### src/rtl/sha256_result_tx.sv
// Result return path: buffers SHA-256 digests and replays each one as a byte-wide AXI-stream frame.
// Optional SHA256_TX_LEN_HDR_EN prepends an 8-byte big-endian message-length header to every frame.
module sha256_result_tx #(
  parameter int FIFO_DEPTH = 4
) (
  input  logic                         clk,
  input  logic                         rstn,
  input  logic                         ivalid,
  input  logic [31:0]                  iid,
  input  logic [60:0]                  ilen,
  input  logic [255:0]                 isha,
  output logic                         tvalid,
  input  logic                         tready,
  output logic                         tlast,
  output logic [31:0]                  tid,
  output logic [7:0]                   tdata,
  output logic [$clog2(FIFO_DEPTH):0]  level,
  output logic                         overflow,
  output logic [15:0]                  drop_cnt
);

`ifdef SHA256_TX_LEN_HDR_EN
  localparam int FRAME_LEN = 40;
`else
  localparam int FRAME_LEN = 32;
`endif
  localparam int SRW = FRAME_LEN * 8;
  localparam int AW  = $clog2(FIFO_DEPTH);
  localparam int LW  = AW + 1;
  localparam int BW  = $clog2(FRAME_LEN);
  localparam int EW  = 32 + 61 + 256;
  localparam logic [LW-1:0] DEPTH_L = LW'(FIFO_DEPTH);
  localparam logic [BW-1:0] LAST_B  = BW'(FRAME_LEN - 1);

  typedef enum logic {IDLE, SEND} state_t;

  state_t          state, state_n;
  logic [EW-1:0]   mem [FIFO_DEPTH];
  logic [AW-1:0]   wr_ptr, rd_ptr;
  logic [SRW-1:0]  sr;
  logic [31:0]     id_q;
  logic [BW-1:0]   bcnt;
  logic            pop, push, drop, accept, last_byte;
  logic [EW-1:0]   head;
  logic [31:0]     head_id;
  logic [60:0]     head_len;
  logic [255:0]    head_sha;
  logic [SRW-1:0]  load_val;

  assign head     = mem[rd_ptr];
  assign head_id  = head[348:317];
  assign head_len = head[316:256];
  assign head_sha = head[255:0];

`ifdef SHA256_TX_LEN_HDR_EN
  assign load_val = {3'b000, head_len, head_sha};
`else
  logic unused_len;
  assign unused_len = ^head_len;
  assign load_val   = head_sha;
`endif

  assign accept    = (state == SEND) && tready;
  assign last_byte = (state == SEND) && (bcnt == LAST_B);
  // A pop frees a slot in the same cycle, so a push at full is only dropped without one.
  assign push      = ivalid && ((level != DEPTH_L) || pop);
  assign drop      = ivalid && !push;

  always_ff @(posedge clk or negedge rstn) begin
    if (!rstn) state <= IDLE;
    else       state <= state_n;
  end

  // NOTE: every always_comb output gets a default first so no path can infer a latch.
  always_comb begin
    state_n = state;
    pop     = 1'b0;
    case (state)
      IDLE: begin
        if (level != '0) begin
          pop     = 1'b1;
          state_n = SEND;
        end
      end
      SEND: begin
        if (accept && last_byte) begin
          if (level != '0) pop = 1'b1;
          else             state_n = IDLE;
        end
      end
      default: state_n = IDLE;
    endcase
  end

  // NOTE: the storage array has no reset; validity is tracked by level and the pointers alone.
  always_ff @(posedge clk) begin
    if (push) mem[wr_ptr] <= {iid, ilen, isha};
  end

  // NOTE: sequential state uses non-blocking assignments so all registers update from pre-edge values.
  always_ff @(posedge clk or negedge rstn) begin
    if (!rstn) begin
      wr_ptr   <= '0;
      rd_ptr   <= '0;
      level    <= '0;
      overflow <= 1'b0;
      drop_cnt <= '0;
      sr       <= '0;
      id_q     <= '0;
      bcnt     <= '0;
    end else begin
      if (push) wr_ptr <= wr_ptr + AW'(1);
      if (pop)  rd_ptr <= rd_ptr + AW'(1);
      case ({push, pop})
        2'b10:   level <= level + LW'(1);
        2'b01:   level <= level - LW'(1);
        default: level <= level;
      endcase
      if (drop) begin
        overflow <= 1'b1;
        if (drop_cnt != 16'hFFFF) drop_cnt <= drop_cnt + 16'd1;
      end
      if (pop) begin
        sr   <= load_val;
        id_q <= head_id;
        bcnt <= '0;
      end else if (accept) begin
        sr   <= {sr[SRW-9:0], 8'h00};
        bcnt <= last_byte ? '0 : bcnt + BW'(1);
      end
    end
  end

  assign tvalid = (state == SEND);
  assign tdata  = tvalid ? sr[SRW-1 -: 8] : 8'h00;
  assign tlast  = last_byte;
  assign tid    = (tvalid && bcnt == '0) ? id_q : 32'h0;

endmodule
### config.mk
export PLATFORM = sky130hd
export DESIGN_NAME = sha256_result_tx
export DESIGN_NICKNAME = d
export VERILOG_FILES = /design/src/rtl/sha256_result_tx.sv
export SDC_FILE = /design/constraint.sdc
export NUM_CORES = 1
export LEC_CHECK = 0
export BUFFER_PORTS_ARGS = -buffer_cell sky130_fd_sc_hd__buf_2
export CORE_ASPECT_RATIO = 0.9
export CORE_UTILIZATION = 39
export CTS_BUF_LIST = sky130_fd_sc_hd__clkbuf_8
export DETAILED_ROUTE_END_ITERATION = 12
export PLACE_DENSITY = 0.64
export SYNTH_ARGS = -nofsm -noshare
export SYNTH_HDL_FRONTEND = slang
export SYNTH_SLANG_ARGS = --single-unit
export TNS_END_PERCENT = 20
### constraint.sdc
create_clock -name clk -period 15.8 [get_ports clk]
set_input_delay 3.95 -clock clk [delete_from_list [all_inputs] [get_ports clk]]
set_output_delay 3.95 -clock clk [all_outputs]
set_load 0.005 [all_outputs]
==> results.md <==
- Clk root buf: clkbuf_8
- Die Wd: approximately 400 um
- Total Neg Setup Slack: 0 ns
- Initial DRC count: about 1,800
- Critical path buffers and inverters: 3
- CP Launch Type: input port
- Share of layout cells above drive strength 1: 0.277
- Net Sw Frac: 0.261
- Worst VDD drop: 0.0825 mV
- Max stage delay on crit path: ~0.93 ns
- Net Sw Power: 2490 uW
- Main synth FF type: edfxtp_1
- R2R Path End: mem[3][69]
- Final min period: between 7 and 8 ns
- Max Fanout on Critical Path: around 60
- Yosys cell types: 47
- Worst Setup End Kind: flop
- I/O Buffers: 353
- Syn_nets: 3,308
- Reg2reg setup slack: 10.86 ns
- Clk_skew: 0.0610 ns
- CP endpoint: mem[3][69]
- P_int: 7050 uW
- Delay-heaviest family, CP: buffers and inverters
- RSZ-0062 raised after global routing: false
- Req. time, crit path: 16.36 ns
- Share of the synthesized area in the top cell type: 0.614
- Full die area: 146,000 um2
- Part of the Yosys area used for sequential elements: 0.755
- CTS Hold Buffers Added: 0
- Synth area leaders: edfxtp_1 61%, dfrtp_1 14%, mux4_2 12%, mux2i_1 4.4%, nand2_1 2.4%
- Yosys top cell by area: edfxtp_1
- WP data arrival: 7.61 ns
- Met1 Use GR: 0.226
- Later-pin clock latency in the skew report: 0.96 ns
- Worst setup path start: tready
- Pwr/cell area: 148 nW/um2
- Path depth of the worst reg2reg path: 8
- CTS buffer count: 228
- Initial core utilization: 0.395
- Clock network power share: 0.327
- Total track usage: 0.170
- Post-DP Area: 59,900 um2
- Async set-reset flop share out of synthesis: 0.216
- Initial antenna violation count: 59
- Clk buf depth: 3
- Via Count: 27,900
- Sequential Power Share: 0.534
- Met2 GRT Util: 0.260
- Worst-path clk slew: 0.06 ns
- Gr ovfl total: 0
- Final Net Count: 3,772
- Cells along the critical path: buf_2 -> a21boi_4 -> a21oi_1 -> and2_4 -> buf_4 -> buf_4
- DP HPWL: 70.9 mm
- Max Transition Viols Final: 0
- Core box area: 143,000 um2
- Area grow syn2layout: 14.4%
- Met3 Usage GRT: 0.0618
- Most used cell along the critical path: buf_4
- Gpl congestion: between 0.7 and 0.8
- Hold Vio Cnt, Final: 0
- Max H-tree Level: 4
- Leak: 0.0224 uW
- Worst-Margin Slew: 1.26 ns
- Fmax: 142 MHz
- IO Pins: a little over 400
- TritonCTS clock tree: done
- Chip height: 363 um
- Post-synth EDFFs: 1,152
- Most common cell in the synthesized netlist: edfxtp_1
- Most Crowded Layer GR: met2
- Worst r2r src: bcnt[0]
- Min-Delay Path Class: flop to flop
- Mapped Area: 56,300 um2
- Slowest cell on the critical path: buf_4
- WP depth: 6
- Rel. slew slack: 0.161
- DRT Wirelength: 123 mm
- Syn Inst Count: around 2,900
- Outcome: complete, no violations
- PostCTS Resize Cnt: 0
- Final ANT Viol Nets: 0
- Avg Inst Size Synth: 19.1 um2
- Vias in the first global route: 29,200
- Synth warnings: 0
- Max-cap violation count: 0
- Via/cell ratio: 5.08
- Wire length per cell: roughly 22 um
- Yosys reg bits: 1,470
- Largest net degree at the start of global routing: 198
- Drt pass-1 iters: 5
- Tcrit/Tclk final: 0.446
- Setup violators final: 0
- Setup Buffers After CTS: 0
- Fin area: 64,500 um2
- Commonest cells in the netlist: 1,152 x edfxtp_1, 362 x nand2_1, 318 x dfrtp_1
- CTS sink count: 1,470
- Crit Path Class: input port to flop
- Min-delay src: id_q[21]
- Global-route wire length before repair: about 190 mm
- Residual DRC count: 0
- Site Rows: 131
- Comb power frac: 0.140
## layer usage
metal | up-vias | share of wire
met1 | 14400 | 0.43
met4 | 68 | 0.021
met2 | 672 | 0.47
met5 | - | 0.0034
met3 | 273 | 0.080
li1 | 12500 | -
## power groups by stage
| stage | clock (uW) | sequential (uW) | combinational (uW) |
|---|---|---|---|
| 4_1_cts | 3220 | 5100 | 1380 |
| 5_1_grt | 3380 | 5150 | 1470 |
| 2_1_floorplan | 0 | 5290 | 936 |
| 3_5_place_dp | 0 | 5170 | 1380 |
| 6_report | 3120 | 5090 | 1330 |
| 3_3_place_gp | 0 | 5140 | 1370 |
## cells by family (layout without fill, tap and decap cells)
group                      after synthesis  in the layout  synth area share
AOI/OAI and AO/OA                      279            279            0.0262
and+or+nand+nor                        456            456            0.0349
other                                    0             19                 0
xor gates and xnor gates                21             21           0.00327
adders and majority gates                9              9           0.00213
DFF                                   1470           1470             0.755
buffers and inverters                  173            838            0.0184
muxes                                  538            538             0.160
## worst register-to-register path, cell delays in order, from the launching register on
cell	delay, ns
dfrtp_1	0.41
ha_1	0.21
and3_1	0.17
ha_1	0.34
a21boi_4	0.16
a21oi_1	0.61
and2_4	0.85
buf_4	0.94
buf_4	0.85
## per-stage QoR
stage | util | power, uW | hold slack (ns) | setup slack [ns] | cells
2_1_floorplan | - | 6220 | 0.437 | 3.90 | 2946
3_3_place_gp | 0.420 | 6510 | 0.450 | 7.74 | 5042
3_5_place_dp | 0.420 | 6550 | 0.451 | 7.69 | 5042
4_1_cts | 0.452 | 9700 | 0.467 | 8.79 | 5473
5_1_grt | 0.452 | 9990 | 0.495 | 8.53 | 5485
6_report | 0.452 | 9540 | 0.465 | 8.76 | 5492
## cell usage in the layout, fill, tap and decap left out, types with 7 or more instances in the layout
cell type and n:
edfxtp_1 1152, nand2_1 361, buf_2 352, dfrtp_1 316, mux4_2 288, clkbuf_8 257, mux2i_1 248, o21ai_1 240
inv_1 115, and2_1 41, buf_4 37, clkinv_1 27, diode_2 19, clkinv_2 18, xor2_1 15, o21ai_0 15
a22o_1 13, nor3_1 8, ha_1 8, nor2_1 7
## how the worst min path moves through the flow
stage	endpoint	cells past startpoint
2_1_floorplan	id_q[0]	2
3_3_place_gp	overflow	1
3_5_place_dp	overflow	1
4_1_cts	overflow	1
5_1_grt	sr[65]	2
6_report	id_q[21]	2
## state kept, by name, indices dropped and copies added, names as in the netlist
name      count
rd_ptr        2
drop_cnt     16
overflow      1
bcnt          5
sr          256
id_q         32
tvalid        1
level         3
wr_ptr        2
mem        1152
## cell type report
type                       instances  area [um2]
tap                             1862        2330
fill                           12300       78100
timing repair buffer             396        2170
clock inverter                   174        1010
clock buffer                     257        3540
sequential                      1470       42600
multi-input combinational       1303       12800
inverter                          11        41.3
antenna                           19        47.5
Power figures use the tool's default switching activity.
